### config.mk
export PLATFORM = sky130hd
export DESIGN_NAME = mem_stage_flat
export DESIGN_NICKNAME = d
export VERILOG_FILES = /design/src/rtl/mem_stage_if.sv /design/src/rtl/mem_stage.sv /design/src/flat_wrapper.sv
export SDC_FILE = /design/constraint.sdc
export NUM_CORES = 1
export LEC_CHECK = 0
export BUFFER_PORTS_ARGS = -buffer_cell sky130_fd_sc_hd__buf_2
export CORE_MARGIN = 2
export CORE_UTILIZATION = 30
export DETAILED_ROUTE_END_ITERATION = 10
export HOLD_SLACK_MARGIN = 0.12
export PLACE_DENSITY = 0.6
export SLEW_MARGIN = 15
export SYNTH_ARGS = -nofsm -noshare
export SYNTH_HDL_FRONTEND = slang
export SYNTH_SLANG_ARGS = --single-unit
### constraint.sdc
create_clock -name clk -period 1.54 [get_ports clk]
set_input_delay 0 -clock clk [delete_from_list [all_inputs] [get_ports clk]]
set_output_delay 0 -clock clk [all_outputs]
set_load 0.02 [all_outputs]
### src/rtl/mem_stage_if.sv
`default_nettype none
// +------------------------------------------------------------------+
// | mem_stage_if : data-memory request/acknowledge bus               |
// | Rev 1.0                                                          |
// +------------------------------------------------------------------+
interface mem_stage_if;
   logic        req;
   logic        we;
   logic [15:0] addr;
   logic [15:0] wdata;
   logic [15:0] rdata;
   logic        ack;

   modport master (output req, we, addr, wdata, input rdata, ack);
   modport slave  (input req, we, addr, wdata, output rdata, ack);
endinterface
`default_nettype wire

### src/rtl/mem_stage.sv
`default_nettype none
// +------------------------------------------------------------------+
// | mem_stage : memory stage with variable-latency data access and   |
// |             the memory/writeback pipeline register. Rev 1.0      |
// +------------------------------------------------------------------+
module mem_stage #(
   parameter int TIMEOUT = 15
) (
   input  logic        clk,
   input  logic        rst,
   input  logic        hlt_xm,
   input  logic        mem_read_xm,
   input  logic        mem_write_xm,
   input  logic        mem_to_reg_xm,
   input  logic        reg_write_xm,
   input  logic        pcs_xm,
   input  logic [3:0]  write_reg_xm,
   input  logic [3:0]  rt_xm,
   input  logic [15:0] next_pc_xm,
   input  logic [15:0] reg2_xm,
   input  logic [15:0] alu_out_xm,
   mem_stage_if.master dmem,
   output logic        mem_stall,
   output logic        mem_err,
   output logic        hlt_mw,
   output logic        mem_to_reg_mw,
   output logic        reg_write_mw,
   output logic        pcs_mw,
   output logic [3:0]  write_reg_mw,
   output logic [15:0] mem_data_mw,
   output logic [15:0] alu_out_mw,
   output logic [15:0] next_pc_mw
);
   localparam int CNT_W = $clog2(TIMEOUT + 1);

   typedef enum logic [0:0] {IDLE = 1'b0, BUSY = 1'b1} state_t;

   state_t            state, state_n;
   logic [CNT_W-1:0]  cnt, cnt_n;
   logic              access, fwd_hit;
   logic [15:0]       fwd_data, issue_addr, issue_wdata;
   logic              hold_we;
   logic [15:0]       hold_addr, hold_wdata;
   logic              req, we, stall, mw_load, set_err;
   logic [15:0]       addr, wdata, mw_data;

   assign access      = mem_read_xm | mem_write_xm;
   assign fwd_hit     = mem_write_xm & reg_write_mw & (write_reg_mw == rt_xm)
                        & (write_reg_mw != 4'd0);
   assign fwd_data    = pcs_mw ? next_pc_mw : (mem_to_reg_mw ? mem_data_mw : alu_out_mw);
   assign issue_addr  = {alu_out_xm[15:1], 1'b0};
   assign issue_wdata = fwd_hit ? fwd_data : reg2_xm;

   always_comb begin
      state_n = state;
      cnt_n   = cnt;
      req     = 1'b0;
      we      = mem_write_xm;
      addr    = issue_addr;
      wdata   = issue_wdata;
      stall   = 1'b0;
      mw_load = 1'b1;
      mw_data = 16'h0000;
      set_err = 1'b0;
      case (state)
         IDLE: begin
            if (access) begin
               req = 1'b1;
               if (dmem.ack) begin
                  mw_data = mem_write_xm ? 16'h0000 : dmem.rdata;
               end else begin
                  stall   = 1'b1;
                  mw_load = 1'b0;
                  state_n = BUSY;
                  cnt_n   = CNT_W'(1);
               end
            end
         end
         BUSY: begin
            // Bus fields come from the issue-time copy so they stay stable.
            req   = 1'b1;
            we    = hold_we;
            addr  = hold_addr;
            wdata = hold_wdata;
            if (dmem.ack) begin
               mw_data = hold_we ? 16'h0000 : dmem.rdata;
               state_n = IDLE;
               cnt_n   = '0;
            end else if (cnt == CNT_W'(TIMEOUT)) begin
               set_err = 1'b1;
               state_n = IDLE;
               cnt_n   = '0;
            end else begin
               stall   = 1'b1;
               mw_load = 1'b0;
               cnt_n   = cnt + CNT_W'(1);
            end
         end
         default: state_n = IDLE;
      endcase
      if (rst) begin
         req   = 1'b0;
         stall = 1'b0;
      end
   end

   assign dmem.req   = req;
   assign dmem.we    = we;
   assign dmem.addr  = addr;
   assign dmem.wdata = wdata;
   assign mem_stall  = stall;

   always_ff @(posedge clk) begin
      if (rst) begin
         state         <= IDLE;
         cnt           <= '0;
         mem_err       <= 1'b0;
         hold_we       <= 1'b0;
         hold_addr     <= 16'h0000;
         hold_wdata    <= 16'h0000;
         hlt_mw        <= 1'b0;
         mem_to_reg_mw <= 1'b0;
         reg_write_mw  <= 1'b0;
         pcs_mw        <= 1'b0;
         write_reg_mw  <= 4'd0;
         mem_data_mw   <= 16'h0000;
         alu_out_mw    <= 16'h0000;
         next_pc_mw    <= 16'h0000;
      end else begin
         state <= state_n;
         cnt   <= cnt_n;
         if (set_err) begin
            mem_err <= 1'b1;
         end
         if (state == IDLE && access) begin
            hold_we    <= mem_write_xm;
            hold_addr  <= issue_addr;
            hold_wdata <= issue_wdata;
         end
         // A stalled cycle loads a bubble so writeback never retires twice.
         if (mw_load) begin
            hlt_mw        <= hlt_xm;
            mem_to_reg_mw <= mem_to_reg_xm;
            reg_write_mw  <= reg_write_xm;
            pcs_mw        <= pcs_xm;
            write_reg_mw  <= write_reg_xm;
            mem_data_mw   <= mw_data;
            alu_out_mw    <= alu_out_xm;
            next_pc_mw    <= next_pc_xm;
         end else begin
            hlt_mw        <= 1'b0;
            mem_to_reg_mw <= 1'b0;
            reg_write_mw  <= 1'b0;
            pcs_mw        <= 1'b0;
            write_reg_mw  <= 4'd0;
            mem_data_mw   <= 16'h0000;
            alu_out_mw    <= 16'h0000;
            next_pc_mw    <= 16'h0000;
         end
      end
   end
endmodule
`default_nettype wire

### src/flat_wrapper.sv
// flat-port wrapper written by rule: the top's interface ports become plain ports
module mem_stage_flat 
#(
   parameter int TIMEOUT = 15
)
  (clk, rst, hlt_xm, mem_read_xm, mem_write_xm, mem_to_reg_xm, reg_write_xm, pcs_xm, write_reg_xm, rt_xm, next_pc_xm, reg2_xm, alu_out_xm, mem_stall, mem_err, hlt_mw, mem_to_reg_mw, reg_write_mw, pcs_mw, write_reg_mw, mem_data_mw, alu_out_mw, next_pc_mw, dmem_req, dmem_we, dmem_addr, dmem_wdata, dmem_rdata, dmem_ack);
  mem_stage_if dmem_i ();
  input  logic clk;
  input  logic rst;
  input  logic hlt_xm;
  input  logic mem_read_xm;
  input  logic mem_write_xm;
  input  logic mem_to_reg_xm;
  input  logic reg_write_xm;
  input  logic pcs_xm;
  input  logic [3:0] write_reg_xm;
  input  logic [3:0] rt_xm;
  input  logic [15:0] next_pc_xm;
  input  logic [15:0] reg2_xm;
  input  logic [15:0] alu_out_xm;
  output logic mem_stall;
  output logic mem_err;
  output logic hlt_mw;
  output logic mem_to_reg_mw;
  output logic reg_write_mw;
  output logic pcs_mw;
  output logic [3:0] write_reg_mw;
  output logic [15:0] mem_data_mw;
  output logic [15:0] alu_out_mw;
  output logic [15:0] next_pc_mw;
  output wire logic [$bits(dmem_i.req)-1:0] dmem_req;
  output wire logic [$bits(dmem_i.we)-1:0] dmem_we;
  output wire logic [$bits(dmem_i.addr)-1:0] dmem_addr;
  output wire logic [$bits(dmem_i.wdata)-1:0] dmem_wdata;
  input wire logic [$bits(dmem_i.rdata)-1:0] dmem_rdata;
  input wire logic [$bits(dmem_i.ack)-1:0] dmem_ack;
  assign dmem_req = dmem_i.req;
  assign dmem_we = dmem_i.we;
  assign dmem_addr = dmem_i.addr;
  assign dmem_wdata = dmem_i.wdata;
  assign dmem_i.rdata = dmem_rdata;
  assign dmem_i.ack = dmem_ack;
  mem_stage #(.TIMEOUT(TIMEOUT)) u_core (.clk(clk), .rst(rst), .hlt_xm(hlt_xm), .mem_read_xm(mem_read_xm), .mem_write_xm(mem_write_xm), .mem_to_reg_xm(mem_to_reg_xm), .reg_write_xm(reg_write_xm), .pcs_xm(pcs_xm), .write_reg_xm(write_reg_xm), .rt_xm(rt_xm), .next_pc_xm(next_pc_xm), .reg2_xm(reg2_xm), .alu_out_xm(alu_out_xm), .dmem(dmem_i), .mem_stall(mem_stall), .mem_err(mem_err), .hlt_mw(hlt_mw), .mem_to_reg_mw(mem_to_reg_mw), .reg_write_mw(reg_write_mw), .pcs_mw(pcs_mw), .write_reg_mw(write_reg_mw), .mem_data_mw(mem_data_mw), .alu_out_mw(alu_out_mw), .next_pc_mw(next_pc_mw));
endmodule
==> out/metrics.cfg, run 1 <==
[setup_path]
critical-path-slowest-cell = dfxtp_2
worstPathCellList = xnor2_4, o2111ai_4, buf_6, o31ai_4, a31oi_1, buf_2
cp_data_arrival_time_ps = 1910
start_kind = flip-flop
cp_max_fo = 7
critPathBufInv = 2
path_delay_family = compound AO/OA/AOI/OAI gates
crit_required_ps = 1540
cp-end-kind = output pin
slowest_delay_ps = 350
critical_path_class = flip-flop to output pin

[timing]
finalCritPeriodShare_pct = 124
setup_slack_ps = -370
hold_viol_final = 0
setup-violations-final = 23
holdWs_ps = 198
min_period_ps = 1910
slew_viol_final = 0
skew_ps = 5.31
fmax_mhz = 523
rsz0062_at_grt = true

[finish]
antenna_cells = 0
layout-drive-gt1-share_pct = 43.5
final_cell_mix = buf_2 (160), dfxtp_1 (87), dlygate4sd3_1 (75), and2_1 (56), nand2_1 (46)
area_delta_synth_final_pct = 63.8
final_common_cell = buf_2
num-fill-cells = 1245
fin_nets = 780

[synth]
async_flop_share_pct = 0
syn_avg_cell_area_um2 = 9.68
synth_flop_cell = dfxtp_1
syn-num-nets = 519
yosys_register_bits = 94
yosysWarnings = 0
synth-seq-area-share_pct = 44.5
synth-edff-count = 0
synthCells = 437
syn_area_um2 = 4230
yosysUniqueCellTypes = 45

[power_and_ir_drop]
power.leakage_uw = 0.00298
total_power_uw = 6900
power_density_nw_per_um2 = 996
ir_drop_mv = 0.487

[global_route]
antenna_found_initial = 0
track_usage_pct = 18.5
grt_pass1_wl_mm = 21.1
grt_pass1_vias = 4133
grt_max_degree = 39
grt_overflow = 0

[drt]
drt-vias-per-instance = 4.73
drt_first_pass_iters = 4
drt-initial-drc-count = 188
vias = 4177
totalWireLength_mm = 14.0
postRouteAntennaNets = 0
drc = 0
avgRoutedWirePerCell_um = 15.9

[worst_hold_path]
min_path_type = input port to flip-flop

[cts]
clockRootBuffer = clkbuf_16
cts_buffers = 9
clk_path_buf_depth = 2
path_clk_slew_ps = 70
cts_tree = built
htreeDepth = 3
cts_sinks = 94
clock_latency_ps = 340

[placed_design]
dp_hpwl_mm = 9.64
gp_congestion = 0.838
port_buffers = 171

[floorplanning]
core_um2 = 13800
start_util_pct = 30.6
die_w_um = 123
die_h_um = 123
boundaryPins = 173
rows = 43
design.die.area_um2 = 15100

[status]
outcome = complete, but fails checks
violations = negative setup slack

[flow_run]
max_cap_violations = 0

## final timing paths
path	startpoint	end	slack, ps	depth (start not counted)
worst max register to register	u_core.write_reg_mw[1]$_SDFF_PP0_	u_core.hold_wdata[5]$_SDFFE_PP0P_	-150	7
worst min register to register	u_core.hold_addr[13]$_SDFFE_PP0P_	u_core.hold_addr[13]$_SDFFE_PP0P_	450	2
worst min-delay path	mem_write_xm	u_core.hold_we$_SDFFE_PP0P_	200	4
worst max-delay path	u_core.write_reg_mw[2]$_SDFF_PP0_	dmem_wdata[1]	-370	6
## per-layer routing
metal / track usage, % / routed length (µm) / vias up
met4: 6.75 / 238 / 0
met1: 22.4 / 6150 / 1955
met3: 4.83 / 799 / 19
li1: - / - / 2068
met2: 31.5 / 6840 / 135
met5: 0 / 0 / -
## tightest hold or removal path: stages
cell and delay [ps]:
buf_2 200, mux2_2 200, a21oi_1 40, nor2_1 70
## registers in the layout (all words and copies together) (netlist names)
signal	count
u_core.alu_out_mw	16
u_core.hlt_mw	1
u_core.next_pc_mw	16
u_core.hold_addr	15
u_core.state	1
u_core.reg_write_mw	1
u_core.write_reg_mw	4
u_core.cnt	4
u_core.mem_data_mw	16
u_core.mem_to_reg_mw	1
u_core.hold_we	1
u_core.hold_wdata	16
u_core.pcs_mw	1
u_core.mem_err	1
## through the flow
stage	util (%)	std cells	setup WS [ps]	setup TNS, ps	cell area (µm²)
4_1_cts	49.5	881	-375	-5890	6850
3_5_place_dp	39.9	781	-104	-741	5520
3_3_place_gp	39.9	781	-16.4	-38.4	5520
5_1_grt	50.1	883	-445	-7520	6930
2_1_floorplan	-	437	3.45	0	4290
6_report	50.1	883	-370	-5800	6930
## cells by family after synthesis
logic type | count (synthesis) | share of synthesized area, %
compound gates | 97 | 20.7
mux | 32 | 8.04
other cells | 1 | 0.0886
buf+inv | 37 | 5.18
fa+ha+maj | 1 | 0.296
xor+xnor | 3 | 0.799
flops | 94 | 44.5
simple gates | 172 | 20.4
## report_power, final
part	leakage (µW)	internal [µW]	switching, µW	total (µW)
combinational	0.00202	739	855	1590
clock	0.000176	1680	959	2640
sequential	0.000777	2580	86.3	2670
## cell type report
class	count	area [µm²]	area share [%]
multi-input cells	306	2330	33.6
repair buffers	284	2110	30.5
flip-flops and latches	94	1890	27.3
clock buffers	11	253	3.65
well taps	180	225	3.25
clock inverters	5	104	1.50
inverters	3	11.3	0.163
## cell usage after synthesis (3+ instances only)
| master | instances | area (µm²) |
|---|---|---|
| clkbuf_1 | 9 | 33.8 |
| nand4_1 | 16 | 100 |
| buf_4 | 5 | 37.5 |
| a311oi_2 | 10 | 150 |
| o31ai_4 | 10 | 213 |
| dfxtp_1 | 94 | 1880 |
| o31ai_1 | 6 | 45.0 |
| o21ai_0 | 19 | 95.1 |
| mux2_2 | 16 | 180 |
| a311oi_1 | 6 | 52.6 |
| nand2_1 | 47 | 176 |
| and2_1 | 57 | 357 |
| buf_6 | 3 | 33.8 |
| buf_2 | 12 | 60.1 |
| a21oi_1 | 21 | 105 |
| nor2_1 | 42 | 158 |
| a31oi_1 | 16 | 100 |
| mux2i_1 | 16 | 160 |
## repair_timing
item | in CTS | in global routing
cloned | 1 | 0
setup buffers | 8 | 2
gates resized for setup | 43 | 20
hold buffers | 75 | 0
endpoints found under the setup margin | 39 | 32
pin swaps | 14 | 9
endpoints found under the hold margin | 91 | 0
(Power assumes the default switching activity.)
==> run 2: changes to the inputs <==
--- a/config.mk
+++ b/config.mk
@@ -11,7 +11,6 @@
 export DETAILED_ROUTE_END_ITERATION = 10
 export HOLD_SLACK_MARGIN = 0.12
 export PLACE_DENSITY = 0.6
-export SLEW_MARGIN = 15
 export SYNTH_ARGS = -nofsm -noshare
 export SYNTH_HDL_FRONTEND = slang
 export SYNTH_SLANG_ARGS = --single-unit
==> constraint.sdc (replaced) <==
create_clock -name clk -period 1.54 [get_ports clk]
set_input_delay 0.462 -clock clk [delete_from_list [all_inputs] [get_ports clk]]
set_output_delay 0.462 -clock clk [all_outputs]
set_load 0.02 [all_outputs]
==> out/metrics.cfg, run 2 (synthesis gave the netlist of run 1 again) <==
[status]
outcome = complete, but fails checks
violations = negative setup slack

[placed_design]
dpl.cell_count = 840
gp_congestion = 0.786
dp_hpwl_mm = 9.98
port_buffers = 171
placed_area_um2 = 6210

[power_and_ir_drop]
power_density_nw_per_um2 = 960
switching_share_pct = 28.4
power.leakage_uw = 0.00318
p_comb_share_pct = 25.6
switchingPower_uw = 1960
p_int_uw = 4930
ir_drop_mv = 0.661
power_frac_clock_pct = 35.6
seqPwrFrac_pct = 38.8
total_power_uw = 6890

[drt]
drt_first_pass_iters = 4
avgRoutedWirePerCell_um = 15.2
drt-vias-per-instance = 4.64
drc = 0
drt-initial-drc-count = 160
totalWireLength_mm = 13.5
vias = 4109
postRouteAntennaNets = 0

[cts]
hold_buffers = 0
clockRootBuffer = clkbuf_16
clock_latency_ps = 340
cts_tree = built
htreeDepth = 3
clk_path_buf_depth = 2
path_clk_slew_ps = 70
cts_sinks = 94
cts_buffers = 9

[setup_path]
critical-path-slowest-cell = dfxtp_2
slowest_delay_ps = 340
cp_data_arrival_time_ps = 1890
cp_max_fo = 5
crit_start = u_core.mem_to_reg_mw$_SDFF_PP0_
critical_path_class = flip-flop to output pin
r2r-end = u_core.hold_wdata[0]$_SDFFE_PP0P_
cp-end-kind = output pin
start_kind = flip-flop
rr_startpoint = u_core.write_reg_mw[2]$_SDFF_PP0_
r2r_slack_ps = -620
crit_required_ps = 1080
rr_worst_depth = 12
worstPathCellList = buf_4, mux2i_1, o21ai_0, nand4_1, a31oi_2, buf_2

[timing]
setup-violations-final = 45
skew_ps = 7.62
min_period_ps = 2350
fmax_mhz = 425
hold_viol_final = 0
tns_ps = -20070
finalCritPeriodShare_pct = 153
slew_viol_final = 0
rsz0062_at_grt = true
setup_slack_ps = -814

[global_route]
top_usage_layer = met2
grtUsageMet3_pct = 4.51
use_met1_pct = 21.7
grt_pass1_vias = 4068
grt_max_degree = 35
track_usage_pct = 17.5
grt_overflow = 0
use_met2_pct = 29.7
grt_pass1_wl_mm = 20.2
antenna_found_initial = 1

[finish]
final_common_cell = buf_2
fin_cells = 886
area_delta_synth_final_pct = 69.7
multi_input_area_um2 = 2520
fin_nets = 782
postLayoutCellArea_um2 = 7180
num-fill-cells = 1267
final-seq-area_um2 = 1900
layout-drive-gt1-share_pct = 54.8
final_cell_mix = buf_2 (142), dfxtp_1 (86), buf_4 (81), and2_1 (56), nand2_1 (47)

[floorplanning]
rows = 43
core_um2 = 13800
die_w_um = 123
die_h_um = 123
design.die.area_um2 = 15100
start_util_pct = 30.6
boundaryPins = 173

[flow_run]
max_cap_violations = 0

[worst_hold_path]
hold_path_end = u_core.mem_data_mw[5]$_SDFF_PP0_
hp-start = dmem_rdata[5]
min_path_type = input port to flip-flop
hold_depth = 2

## run 2: cell count changes in the layout (fill, tap and decap cells not counted), moves of 11 or more
cell / before / now
a31oi_4: 0 / 12
buf_2: 160 / 142
buf_4: 29 / 81
buf_6: 7 / 46
dlygate4sd3_1: 75 / 0
mux2_2: 16 / 0
mux2_4: 0 / 16
o21ai_0: 5 / 16
## run 2: worst max-delay path, delay by kind of cell, from the launching register on
family                 cells  cell delay, ps
AOI/OAI and AO/OA          2             490
buffers and inverters      2             360
and+or+nand+nor            1             220
muxes                      1             140
DFF                        1             340
## run 2: timing repair
action | in CTS | in global routing
buffers inserted | 23 | 4
endpoints found under the setup margin | 106 | 91
pin swaps | 7 | 7
resized for setup | 57 | 46
cloned | 1 | 3
## run 2: power groups by stage
stage          Combinational, µW  Sequential (µW)  Clock (µW)
6_report                    1760             2670        2450
2_1_floorplan                828             2800           0
3_5_place_dp                1510             2720           0
4_1_cts                     1660             2670        2510
5_1_grt                     1880             2680        2640
3_3_place_gp                1490             2710           0
## run 2: worst max path at each step
stage | endpoint | slack [ps]
2_1_floorplan | dmem_wdata[10] | -400
3_3_place_gp | dmem_wdata[10] | -700
3_5_place_dp | dmem_wdata[8] | -730
4_1_cts | dmem_wdata[8] | -850
5_1_grt | dmem_wdata[3] | -930
6_report | dmem_wdata[3] | -810
## run 2: metal layers
metal  vias up  part of all wire [%]
li1       2066                     -
met1      1941                    44
met2        92                    50
met3        10                   5.2
met4         0                   1.1
met5         -                     0
## run 2: final cells by class
cell class / instances / area share [%]
clock inverters: 6 / 1.29
inverters: 3 / 0.192
well taps: 180 / 3.14
flip-flops and latches: 94 / 26.4
diodes: 1 / 0.0349
repair buffers: 286 / 30.4
multi-input cells: 306 / 35.2
clock buffers: 10 / 3.33
## run 2: stage by stage
step	worst slack, ps	hold WS (ps)	utilization [%]
CTS	-848	300	50.2
floorplan	-396	433	-
detailed placement	-735	447	44.9
finish	-814	313	51.9
global route	-932	305	51.9
global placement	-701	438	44.9
